--- config.mk ---
export PLATFORM = sky130hd
export DESIGN_NAME = alu_op_sequencer_flat
export DESIGN_NICKNAME = d
export VERILOG_FILES = /design/src/rtl/alu_op_sequencer_if.sv /design/src/rtl/alu_op_sequencer.sv /design/src/flat_wrapper.sv
export SDC_FILE = /design/constraint.sdc
export NUM_CORES = 1
export LEC_CHECK = 0
export CORE_MARGIN = 2
export CORE_UTILIZATION = 51
export CTS_CLUSTER_DIAMETER = 120
export CTS_CLUSTER_SIZE = 12
export DETAILED_ROUTE_END_ITERATION = 7
export PLACE_DENSITY_LB_ADDON = 0.1
export REMOVE_ABC_BUFFERS = 1
export SETUP_SLACK_MARGIN = 0.2
export SLEW_MARGIN = 20
export SYNTH_ARGS = -nofsm -noshare
export SYNTH_HDL_FRONTEND = slang
export SYNTH_SLANG_ARGS = --single-unit
export TNS_END_PERCENT = 100
--- constraint.sdc ---
create_clock -name clk -period 4.2 [get_ports clk]
set_input_delay 0.84 -clock clk [delete_from_list [all_inputs] [get_ports clk]]
set_output_delay 0.84 -clock clk [all_outputs]
set_load 0.01 [all_outputs]
--- src/rtl/alu_op_sequencer_if.sv ---
// ALU-side bus between alu_op_sequencer (master) and the combinational 4-bit ALU (slave).
interface alu_op_sequencer_if #(
    parameter int WIDTH = 4
);
    logic [WIDTH-1:0] alu_a;
    logic [WIDTH-1:0] alu_b;
    logic             alu_c1;
    logic             alu_c0;
    logic [WIDTH-1:0] alu_y;
    logic [WIDTH-1:0] alu_z;

    modport master (
        output alu_a, alu_b, alu_c1, alu_c0,
        input  alu_y, alu_z
    );

    modport slave (
        input  alu_a, alu_b, alu_c1, alu_c0,
        output alu_y, alu_z
    );
endinterface

--- src/rtl/alu_op_sequencer.sv ---
// Sweeps the ALU select through 00..11 on one start pulse and captures y/z per operation.
// Optional abort input/aborted output enabled by defining ALU_SEQ_ABORT_EN.
module alu_op_sequencer #(
    parameter int WIDTH  = 4,
    parameter int SETTLE = 1
) (
    input  logic                 clk,
    input  logic                 rst_n,
    input  logic                 start,
    input  logic [WIDTH-1:0]     op_a,
    input  logic [WIDTH-1:0]     op_b,
    alu_op_sequencer_if.master   alu,
    output logic [4*WIDTH-1:0]   res_y,
    output logic [4*WIDTH-1:0]   res_z,
    output logic                 busy,
    output logic                 done
`ifdef ALU_SEQ_ABORT_EN
    ,
    input  logic                 abort,
    output logic                 aborted
`endif
);

    typedef enum logic [1:0] {
        IDLE = 2'd0,
        RUN  = 2'd1,
        DONE = 2'd2
    } state_t;

    localparam logic [3:0] SETTLE_CNT = 4'(SETTLE);

    state_t           state;
    logic [WIDTH-1:0] a_q;
    logic [WIDTH-1:0] b_q;
    logic [1:0]       sel;
    logic [3:0]       cnt;
    logic             abort_hit;

`ifdef ALU_SEQ_ABORT_EN
    assign abort_hit = abort;
`else
    assign abort_hit = 1'b0;
`endif

    assign alu.alu_a  = a_q;
    assign alu.alu_b  = b_q;
    assign alu.alu_c1 = sel[1];
    assign alu.alu_c0 = sel[0];

    // Capture happens on the last settle cycle, so even with SETTLE=0 the ALU has a full period.
    always_ff @(posedge clk or negedge rst_n) begin
        if (!rst_n) begin
            state <= IDLE;
            a_q   <= '0;
            b_q   <= '0;
            sel   <= 2'd0;
            cnt   <= 4'd0;
            res_y <= '0;
            res_z <= '0;
            busy  <= 1'b0;
            done  <= 1'b0;
`ifdef ALU_SEQ_ABORT_EN
            aborted <= 1'b0;
`endif
        end else begin
            done <= 1'b0;
`ifdef ALU_SEQ_ABORT_EN
            aborted <= 1'b0;
`endif
            case (state)
                IDLE: begin
                    if (start) begin
                        a_q   <= op_a;
                        b_q   <= op_b;
                        sel   <= 2'd0;
                        cnt   <= 4'd0;
                        res_y <= '0;
                        res_z <= '0;
                        busy  <= 1'b1;
                        state <= RUN;
                    end
                end
                RUN: begin
                    if (abort_hit) begin
                        state <= IDLE;
                        busy  <= 1'b0;
                        sel   <= 2'd0;
                        cnt   <= 4'd0;
`ifdef ALU_SEQ_ABORT_EN
                        aborted <= 1'b1;
`endif
                    end else if (cnt < SETTLE_CNT) begin
                        cnt <= cnt + 4'd1;
                    end else begin
                        cnt <= 4'd0;
                        res_y[int'(sel)*WIDTH +: WIDTH] <= alu.alu_y;
                        res_z[int'(sel)*WIDTH +: WIDTH] <= alu.alu_z;
                        if (sel == 2'd3) begin
                            state <= DONE;
                            done  <= 1'b1;
                        end else begin
                            sel <= sel + 2'd1;
                        end
                    end
                end
                DONE: begin
                    state <= IDLE;
                    busy  <= 1'b0;
                    sel   <= 2'd0;
                end
                default: begin
                    state <= IDLE;
                    busy  <= 1'b0;
                    sel   <= 2'd0;
                end
            endcase
        end
    end

endmodule

--- src/flat_wrapper.sv ---
// flat-port wrapper written by rule: the top's interface ports become plain ports
module alu_op_sequencer_flat 
#(
    parameter int WIDTH  = 4,
    parameter int SETTLE = 1
)
  (clk, rst_n, start, op_a, op_b, res_y, res_z, busy, done, alu_alu_a, alu_alu_b, alu_alu_c1, alu_alu_c0, alu_alu_y, alu_alu_z);
  alu_op_sequencer_if #(.WIDTH(WIDTH)) alu_i ();
  input  logic clk;
  input  logic rst_n;
  input  logic start;
  input  logic [WIDTH-1:0] op_a;
  input  logic [WIDTH-1:0] op_b;
  output logic [4*WIDTH-1:0] res_y;
  output logic [4*WIDTH-1:0] res_z;
  output logic busy;
  output logic done;
  output wire logic [$bits(alu_i.alu_a)-1:0] alu_alu_a;
  output wire logic [$bits(alu_i.alu_b)-1:0] alu_alu_b;
  output wire logic [$bits(alu_i.alu_c1)-1:0] alu_alu_c1;
  output wire logic [$bits(alu_i.alu_c0)-1:0] alu_alu_c0;
  input wire logic [$bits(alu_i.alu_y)-1:0] alu_alu_y;
  input wire logic [$bits(alu_i.alu_z)-1:0] alu_alu_z;
  assign alu_alu_a = alu_i.alu_a;
  assign alu_alu_b = alu_i.alu_b;
  assign alu_alu_c1 = alu_i.alu_c1;
  assign alu_alu_c0 = alu_i.alu_c0;
  assign alu_i.alu_y = alu_alu_y;
  assign alu_i.alu_z = alu_alu_z;
  alu_op_sequencer #(.WIDTH(WIDTH), .SETTLE(SETTLE)) u_core (.clk(clk), .rst_n(rst_n), .start(start), .op_a(op_a), .op_b(op_b), .alu(alu_i), .res_y(res_y), .res_z(res_z), .busy(busy), .done(done));
endmodule
Yosys cells after proc, flatten, opt, wreduce, memory -nomap -nowiden
Index checks and enable logic that the tools add are counted.
W data, S select, Z words.

storage, ports and cells
  register bits after elaboration = 50
  bits in latches = 0
  bits in writable memories = 0
  bits in read-only memories = 0
  input port bits = 19
  output and inout port bits = 44
  logic and storage cells = 54
  memories kept = 0

operators by class
  add/subtract/negate cells = 3
  $mul = 0
  divide/modulo/power cells = 0
  $lt $le $gt $ge = 1
  eq/ne operators = 6
  shift operators = 3
  multiplexer cells = 23
  bitwise operators = 1
  reductions and logical operators = 8

operators with widths
  operator                   number
  $shiftx A4 B33 Y16         2
  $pmux W16 S2               2
  $mux W16                   3
  $neg A4 Y33                1
  $shift A4 B33 Y16 const A  1
  $bwmux W16                 2
  $mux W2                    6
  $reduce_and A3 Y1          3
  $mux W4                    2
  $pmux W2 S2                2
  $pmux W4 S2                1
  $ne A2 B2 Y1 const B       3
  $reduce_and A2 Y1          3
  $add A4 B1 Y4 const B      1
  $lt A4 B1 Y1 const B       1
  $mux W1                    4
  $add A2 B1 Y2 const B      1
  $eq A2 B1 Y1 const B       1
  $eq A2 B2 Y1 const B       1
  $logic_not A2 Y1           1
  $ne A2 B1 Y1 const B       1
  $pmux W1 S2                1
  $reduce_bool A2 Y1         1
  $not A1 Y1                 1

Depth between registers and ports, before layout
Gate-level depths: netlist of the first run.

  word-level depth = 5
  mapped depth = 7
  depth with buffers taken out = 6

Least setup slack after synthesis of the first run
OpenSTA, ideal clock, no wires.

  path type = register to register
  start = register u_core.sel[0]
  end = register u_core.res_z[13]
  setup time = 0.076 ns
  arrival = 1.792 ns
  data required time = 4.124 ns
  slack = 2.331 ns
  stages on the path, launching flop included = 7
  path buffers = 0
  clock period less this slack = 1.869 ns
  cells stage by stage = dfrtp_1 > inv_1 > ha_1 > nand2b_1 > nor4_4 > nand3_1 > o21ai_1

on the way
  cells in the longest elaborated chain, start to end = 5
  elaborated cells on any way between the ends = 6
  those cells by class = add/sub (1); shift (2); mux (3)

RTL lines
  item                                                            RTL line                 source
  start, declared                                                 alu_op_sequencer.sv:35   logic [1:0] sel;
  start signal, assigned                                          alu_op_sequencer.sv:102  sel <= sel + 2'd1;
  $neg A4 Y33 *                                                   alu_op_sequencer.sv:97   res_z[int'(sel)*WIDTH +: WIDTH] <= alu.alu_z;
  $shiftx A4 B33 Y16 / $shift A4 B33 Y16 (equally long branches)  alu_op_sequencer.sv:97
  $bwmux W16 *                                                    alu_op_sequencer.sv:97
  $mux W16 *                                                      alu_op_sequencer.sv:92   end else if (cnt < SETTLE_CNT) begin
  $pmux W16 S2 *                                                  alu_op_sequencer.sv:70   case (state)
  end signal, assigned by index                                   alu_op_sequencer.sv:97
  end, declared                                                   alu_op_sequencer.sv:14   output logic [4*WIDTH-1:0] res_z,

Every way passes the cells marked *; elsewhere a longest branch is shown, timed or not. The select of a mux whose other input is x is not followed.
A chain may end at the register's enable or synchronous reset.

Worst setup path in the final report of the first run
  start = register u_core.sel[0]
  end = output port alu_alu_c0

RTL lines
  item           RTL line            source
  end, declared  flat_wrapper.sv:21  output wire logic [$bits(alu_i.alu_c0)-1:0] alu_alu_c0;

No word-level cell between the ends.

==> results of run 1 <==
-- registers in the layout (all words and copies together), names as in the netlist --
signal	count
u_core.busy	1
u_core.done	1
u_core.sel	2
u_core.res_z	16
u_core.alu.alu_b	4
u_core.res_y	16
u_core.alu.alu_a	4
u_core.state	2
u_core.cnt	4
-- worst paths after layout --
| kind | startpoint | end | slack [ps] |
|---|---|---|---|
| max in group asynchronous | rst_n | u_core.res_z[3] | 3250 |
| setup reg to reg | u_core.sel[0] | u_core.res_z[13] | 2050 |
| setup / recovery | u_core.sel[0] | alu_alu_c0 | 1920 |
| hold / removal | u_core.busy | u_core.busy | 500 |
| min in group asynchronous | rst_n | u_core.res_y[15] | 550 |
| hold reg to reg | u_core.busy | u_core.busy | 500 |
-- per-layer routing --
| metal | wire, µm | share of wire (%) | vias to the layer above |
|---|---|---|---|
| met4 | 48 | 1.1 | 0 |
| met3 | 253 | 5.6 | 5 |
| met1 | 1986 | 44 | 789 |
| met2 | 2217 | 49 | 48 |
| met5 | 0 | 0 | - |
| li1 | - | - | 830 |
-- power breakdown --
part	switching [W]	internal, W	leakage, nW	total [W]
combinational	0.000525	0.000509	0.533	0.00103
clock	0.000152	0.000178	0.0524	0.000330
sequential	0.000119	0.000658	0.663	0.000777
total	0.000796	0.00135	1.25	0.00214
-- cells in the final DEF (no fill, tap or decap), types with 4 or more instances in the layout --
| cell type | netlist | layout |
|---|---|---|
| mux2_2 | 9 | 9 |
| clkdlybuf4s50_1 | 0 | 61 |
| ha_1 | 7 | 7 |
| dfrtp_1 | 50 | 50 |
| clkbuf_8 | 0 | 5 |
| inv_1 | 40 | 40 |
| o21ai_0 | 32 | 32 |
| nand2_1 | 5 | 5 |
| nor4_4 | 4 | 4 |
| nand3_1 | 32 | 32 |
-- Yosys cell counts (2+ instances only) --
cell / number
nand2_1: 5
nand3_1: 32
ha_1: 7
o21ai_0: 32
buf_6: 4
nor3b_1: 3
a211oi_4: 3
dfrtp_1: 50
mux2_2: 9
a22o_2: 2
inv_1: 40
nor2_1: 3
o21ai_1: 2
nor4_4: 4
-- area by class of cell --
cell class	count	share of cell area (%)
inverter	40	4.916
multi-input combinational	115	28.02
sequential	50	40.97
clock buffer	7	2.499
tap	52	2.130
clock inverter	1	0.9832
timing repair buffer	63	20.48
-- cells by family after synthesis --
| kind of cell | count (synthesis) |
|---|---|
| AOI/OAI and AO/OA | 43 |
| muxes | 9 |
| adders and majority gates | 7 |
| buffers and inverters | 45 |
| DFF | 50 |
| and+or+nand+nor | 56 |
-- through the flow --
stage          instance area, µm²  hold WS [ps]  utilization (%)  setup WS [ps]
2_1_floorplan                2257         483.4                -           2078
3_3_place_gp                 2945         461.1            67.64           1822
3_5_place_dp                 2945         486.4            67.64           1780
4_1_cts                      3052         505.6            70.09           1898
5_1_grt                      3054         526.6            70.14           1865
6_report                     3054         502.2            70.14           1921
==> impl_metrics.yaml, run 1 <==
setup_path:
  critPathMaxFanout: 6
  crit_path_end_kind: "output pin"
  criticalPathCategory: "reg2out"
  worstPathCellList: "clkdlybuf4s50_1"
  crit_buf_inv: 1
  r2r.worst_path.cells: 6
  max_stage_delay_ps: 600
  cp.arrival_ps: 1440
  cp.required_ps: 3360
  path_depth: 1
  path_delay_family: "buffers and inverters"
  crit_slowest_cell: "clkdlybuf4s50_1"
  cp-start-kind: "flip-flop"
min_path:
  min_path_type: "reg2reg"
  worstHoldPathCells: 1
die:
  core_mm2: 0.004354
  die_w_um: 71.26
  initial_utilization_pct: 52.99
  io_pins: 63
  dieArea_mm2: 0.005078
  die_y_um: 71.26
  num_rows: 24
global_routing:
  met1_usage_pct: 25.83
  grt_overflow: 0
  grt.busiest_layer: "met2"
  grt_pass1_wl_um: 7976
  grt_pass1_vias: 1706
  antenna_found_initial: 0
  grt_max_degree: 51
  gr-usage-met2_pct: 33.23
  grt_util_met3_pct: 5.063
  grtUsageTotal_pct: 19.90
clock_network:
  cts_root_buf: "clkbuf_8"
  cts_sinks: 50
  cts_htree_levels: 2
  hold_buffers: 0
  tritoncts: "yes"
  path_clk_slew_ps: 80
  cts_resized: 0
  clock_latency_ps: 300
  cts_buffer_depth: 2
  cts_setup_buffers: 0
  cts_made_buffers: 5
logic_synthesis:
  ys.flop_type: "dfrtp_1"
  yosys.area_share.simple_pct: 16.32
  ys_warn_count: 0
  yosysTopAreaCell: "dfrtp_1"
  ys_seq_elements: 50
  syn-cell-area_mm2: 0.002307
  ys_types: 28
  synthXorXnorAreaFrac_pct: 0
  yosysSeqAreaShare_pct: 54.23
  synth_top_cell_area_share_pct: 54.23
  async_flop_share_pct: 100.0
  synth_area_per_cell_um2: 10.99
  synth-edff-count: 0
  synth.area.top_cells: "dfrtp_1 54%, nand3_1 6.9%, o21ai_0 6.9%"
  syn_inst: 210
  synth.area.mux_share_pct: 4.393
  synthAdderAreaFrac_pct: 3.796
  synth_top_family_by_area: "simple AND/OR/NAND/NOR gates"
  synth_compound_area_share_pct: 12.58
layout:
  diodes: 0
  drive_gt1_share_pct: 11.59
  regArea_mm2: 0.001251
  fill_cells: 343
  multiInputGateArea_um2: 855.8
  nets: 301
  fin_cells: 328
  area_delta_synth_final_pct: 32.38
timing:
  min_period_over_period_pct: 54.26
  clock_skew_ps: 4.503
  setup_violations: 0
  fin_crit_ps: 2279
  slew_headroom_pct: 59.67
  setup-tns-final_ps: 0
  final_max_slew_viol_count: 0
  worst_pin_slew_ps: 604.9
  rsz0062_at_grt: "false"
  hold_viol_final: 0
  fmax_mhz: 438.8
power:
  power_w: 0.002141
  power.density_mw_per_mm2: 701.1
  leakagePower_nw: 1.248
  ir_worst_vdd_mv: 0.3788
detailed_routing:
  wl_per_cell_um: 13.74
  via_count: 1672
  drt_pass1_iterations: 6
  drt_wl_total_um: 4506
  drc: 0
  viasPerCell: 5.098
  ant_nets: 0
  drtIter0Drc: 117
placed_design:
  dpl.cell_count: 320
  hpwl_um: 3305
  place_congestion: 0.7178
  portBuffers: 62
outcome:
  status: "completed"
run:
  maxCapViolations: 0
Power figures use the tool's default switching activity.
==> run 2, diff against run 1 <==
- CORE_UTILIZATION: 51 -> 48
- clock period: 4.2 -> 2.3 ns (I/O delays scaled with it)
==> run 2 against run 1 <==
Sequential cell count did not move. Count of clock-buffer cells in the layout fell by 2. Via count rose by 0.42%.
==> impl_metrics.yaml, run 2 (synthesis results as in run 1) <==
outcome:
  status: "completed"
clock_network:
  cts_resized: 0
  path_clk_slew_ps: 100
  cts_root_buf: "clkbuf_8"
  tritoncts: "yes"
  cts_htree_levels: 2
  clock_latency_ps: 310
  cts_buffer_depth: 2
  hold_buffers: 0
  cts_sinks: 50
  cts_setup_buffers: 0
  cts_made_buffers: 5
die:
  io_pins: 63
  die_w_um: 73.33
  dieArea_mm2: 0.005377
  die_y_um: 73.33
  initial_utilization_pct: 49.17
  core_mm2: 0.004692
  num_rows: 25
layout:
  diodes: 0
  layout_commonest_cell: "clkdlybuf4s50_1"
  fin_cells: 333
  area_delta_synth_final_pct: 33.84
  nets: 304
  stdcell_area_mm2: 0.003088
  reg.largest.list: "u_core.res_y: 16 flops, u_core.res_z: 16 flops"
  final_cell_mix: "61 x clkdlybuf4s50_1, 50 x dfrtp_1, 40 x inv_1"
  drive_gt1_share_pct: 13.26
timing:
  final_max_slew_viol_count: 0
  fmax_mhz: 546.9
  hold_viol_final: 0
  fin_crit_ps: 1828
  slew_headroom_pct: 57.83
  clock_skew_ps: 11.33
  setup-tns-final_ps: 0
  worst_pin_slew_ps: 632.5
  setup_violations: 0
  min_period_over_period_pct: 79.49
  rsz0062_at_grt: "false"
detailed_routing:
  drc: 0
  drt_pass1_iterations: 6
  wl_per_cell_um: 14.17
  viasPerCell: 5.042
  via_count: 1679
  drtIter0Drc: 93
  ant_nets: 0
  drt_wl_total_um: 4718
global_routing:
  grt.busiest_layer: "met2"
  met1_usage_pct: 26.35
  grt_overflow: 0
  grt_max_degree: 51
  grtUsageTotal_pct: 19.33
  grt_pass1_wl_um: 7900
  antenna_found_initial: 0
  grt_util_met3_pct: 4.938
  gr-usage-met2_pct: 30.23
  grt_pass1_vias: 1631
setup_path:
  worstPathCellList: "inv_1 > ha_1 > nand2b_1 > nor4_4 > nand3_1 > o21ai_0"
  cp.required_ps: 2530
  cp-start-kind: "flip-flop"
  max_stage_delay_ps: 420
  crit_buf_inv: 1
  cp.arrival_ps: 2050
  path_delay_family: "simple AND/OR/NAND/NOR gates"
  critPathMaxFanout: 8
  criticalPathCategory: "reg2reg"
  crit_path_end_kind: "flip-flop"
  reg2reg_from: "u_core.sel[1]"
  crit_slowest_cell: "dfrtp_1"
  crit_path_start: "u_core.sel[1]"
placed_design:
  place_area_mm2: 0.002970
  place_congestion: 0.7959
  hpwl_um: 3368
  dpl.cell_count: 325
  portBuffers: 62
power:
  leakagePower_nw: 1.266
  ir_worst_vdd_mv: 0.6574
  power.density_mw_per_mm2: 1287
min_path:
  min_path_type: "in2async"
run:
  maxCapViolations: 0
[run 2: cell types whose count changed in the layout (fill, tap and decap cells not counted), sizes merged]
| cell | delta |
|---|---|
| inv | +1 |
| clkbuf | -2 |
| buf | +3 |
| clkinvlp | +1 |
[run 2: layer usage]
metal	vias up	share of wire [%]
li1	832	-
met1	788	46
met2	50	47
met3	9	5.1
met4	0	1.8
met5	-	0
[run 2: power breakdown]
part / switching [W] / internal (W)
Combinational: 0.000992 / 0.000954
Sequential: 0.000187 / 0.00120
Clock: 0.000309 / 0.000331
[run 2: final timing paths]
| path | end | slack, ps | cells past startpoint |
|---|---|---|---|
| min | u_core.res_y[14] | 240 | 2 |
| max in group asynchronous | u_core.sel[1] | 1630 | 2 |
| min in group clk | u_core.busy | 500 | 1 |
| min reg2reg | u_core.busy | 500 | 1 |
| max reg2reg | u_core.res_y[13] | 470 | 6 |
| max | u_core.res_y[13] | 470 | 6 |
[run 2: layout make-up]
class,instances,area (µm²)
fillers,404,1604
clock inverters,3,48.80
repair buffers,66,645.6
flip-flops and latches,50,1251
multi-input cells,115,855.8
well taps,54,67.56
clock buffers,5,68.82
inverters,40,150.1
[run 2: through the flow]
| step | power (W) | hold WS (ps) | util (%) | worst slack, ps |
|---|---|---|---|---|
| after global routing | 0.004253 | 308.4 | 65.81 | 281.6 |
| after global placement | 0.003341 | 471.5 | 63.31 | 282.4 |
| after CTS | 0.004026 | 265.4 | 65.81 | 440.2 |
| after detailed placement | 0.003372 | 478.6 | 63.31 | 219.8 |
| after floorplan | 0.002476 | 164.4 | - | 424.6 |
| final | 0.003974 | 238.7 | 65.81 | 471.6 |
==> run 3, diff against run 2 <==
- CORE_UTILIZATION: 48 -> 43
- clock period: 2.3 -> 1.5 ns (I/O delays scaled with it)
==> run 3 against run 2 <==
Clock skew decreased by 8.0 ps. Sequential power increased by 54%. Worst hold slack improved by 260 ps. Register-to-register slack got worse by 490 ps. Die area increased by 11%. Power increased by 98%. Maximum frequency increased by 20%. The run now ends with setup timing left. Worst setup slack got worse by 490 ps. Core utilization increased by 11 points. Critical path type unchanged. Largest cell class unchanged.
==> impl_metrics.yaml, run 3 (synthesis results as in run 1) <==
outcome:
  failed_checks: "setup timing"
  status: "finished, violations left"
setup_path:
  max_stage_delay_ps: 410
  cp-start-kind: "flip-flop"
  reg2reg_from: "u_core.sel[1]"
  crit_top_cell: "buf_6"
  r2r_end: "u_core.res_z[5]"
  worstPathCellList: "inv_2 > buf_6 > ha_4 > inv_4 > a211oi_4 > buf_6 > nand3_2 > o21ai_1"
  reg2reg_slack_ps: -20
  cp.arrival_ps: 1750
  criticalPathCategory: "reg2reg"
  crit_slowest_cell: "dfrtp_1"
  path_depth: 8
  path_delay_family: "buffers and inverters"
  crit_buf_inv: 4
  critPathMaxFanout: 8
  r2r.worst_path.cells: 8
  crit_path_end_kind: "flip-flop"
  cp.required_ps: 1730
detailed_routing:
  wl_per_cell_um: 15.58
  drtIter0Drc: 132
  drt_wl_total_um: 6185
  ant_nets: 0
  via_count: 1996
  drc: 0
  viasPerCell: 5.028
  drt_pass1_iterations: 4
min_path:
  min_path_type: "in2async"
timing:
  setup_violations: 11
  fmax_mhz: 658.7
  fin_crit_ps: 1518
  whs_ps: 501.9
  slew_headroom_pct: 76.91
  final_max_slew_viol_count: 0
  hold_viol_final: 0
  clock_skew_ps: 3.308
  min_period_over_period_pct: 101.2
  layout_setup_ws_ps: -18.18
  rsz0062_at_grt: "true"
  worst_pin_slew_ps: 345.3
layout:
  layout_commonest_cell: "dfrtp_1"
  reg.largest.list: "u_core.res_y: 16 flops, u_core.res_z: 16 flops"
  nets: 353
  area_delta_synth_final_pct: 70.99
  diodes: 0
  fill_cells: 363
  stdcell_area_mm2: 0.003945
  drive_gt1_share_pct: 45.26
  final_cell_mix: "48 x dfrtp_1, 35 x inv_1, 28 x nand3_2, 28 x buf_4, 24 x clkdlybuf4s15_1"
power:
  leakagePower_nw: 1.730
  power.density_mw_per_mm2: 1993
  ir_worst_vdd_mv: 1.086
die:
  dieArea_mm2: 0.005968
  core_mm2: 0.005140
  io_pins: 63
  die_w_um: 77.25
  initial_utilization_pct: 44.89
  die_y_um: 77.25
  num_rows: 26
clock_network:
  cts_buffer_depth: 2
  path_clk_slew_ps: 90
  tritoncts: "yes"
  cts_root_buf: "clkbuf_8"
  cts_made_buffers: 5
  cts_htree_levels: 2
  clock_latency_ps: 300
  cts_sinks: 50
global_routing:
  antenna_found_initial: 0
  grtUsageTotal_pct: 20.50
  grt_max_degree: 51
  grt_pass1_vias: 1972
  grt_overflow: 0
  grt_pass1_wl_um: 9798
placed_design:
  hpwl_um: 3628
  place_area_mm2: 0.003201
  portBuffers: 62
  pre_cts_slack_ps: -223.2
  place_congestion: 0.7795
run:
  maxCapViolations: 0
-- run 3: cell count changes in the layout (fill, tap and decap cells not counted), moves of 6 or more --
cell and delta:
mux2_2 -9, ha_1 -6, o21ai_0 -32, buf_6 +22
o21ai_1 +21, buf_4 +24, clkdlybuf4s15_1 +24, nand3_2 +28
dlygate4sd2_1 +19, o21ai_2 +11, mux2_4 +9, nand3_1 -30
clkdlybuf4s50_1 -45
-- run 3: area by class of cell --
class                   instances  area [µm²]  area share (%)
flip-flops and latches         50        1254           31.78
multi-input cells             115        1244           31.53
repair buffers                115        1125           28.51
inverters                      40       155.1           3.933
well taps                      70       87.58           2.220
clock buffers                   6       72.57           1.840
clock inverters                 1       7.507          0.1903
-- run 3: worst reg2reg max path, delay by kind of cell (launching register included) --
family,cells,cell delay [ps]
flip-flops,1,410
buffers and inverters,4,440
AND/OR/NAND/NOR,1,80
adder cells (fa/ha/maj),1,140
AO/OA/AOI/OAI,2,380
-- run 3: layer usage --
layer  GRT usage [%]  vias up  part of all wire, %
met5               0        -                    0
met3           5.059        7                  5.0
met2           34.17       54                   50
met4           5.000        0                  1.2
met1           26.90      995                   44
li1                -      940                    -
-- run 3: how the worst max path moves through the flow --
stage	from	end	slack [ps]
3_3_place_gp	start	u_core.alu.alu_a[2]	-210
2_1_floorplan	u_core.sel[0]	u_core.res_z[13]	-380
6_report	u_core.sel[1]	u_core.res_z[5]	-20
3_5_place_dp	start	u_core.alu.alu_b[0]	-220
4_1_cts	u_core.sel[0]	u_core.res_y[8]	5
5_1_grt	u_core.sel[0]	u_core.res_z[11]	-110
-- run 3: report_power, final --
group          switching (W)  internal, W
sequential          0.000301      0.00184
combinational        0.00237      0.00259
clock               0.000445     0.000321
total                0.00311      0.00475
-- run 3: repair_timing --
action	CTS	global route
gates cloned	2	1
hold buffers	1	0
pin swaps	20	13
resized for setup	172	48
setup buffers	6	16
setup endpoints to repair	89	76
endpoints found under the hold margin	50	0
-- run 3: metrics by stage --
| step | std cells | setup TNS [ps] | total power [W] | utilization, % |
|---|---|---|---|---|
| 4_1_cts | 380 | 0 | 0.007054 | 71.15 |
| 2_1_floorplan | 205 | -12470 | 0.003796 | - |
| 3_3_place_gp | 364 | -6333 | 0.005666 | 62.27 |
| 6_report | 397 | -113.9 | 0.007864 | 76.75 |
| 3_5_place_dp | 364 | -7392 | 0.005718 | 62.27 |
| 5_1_grt | 397 | -2510 | 0.008318 | 76.75 |
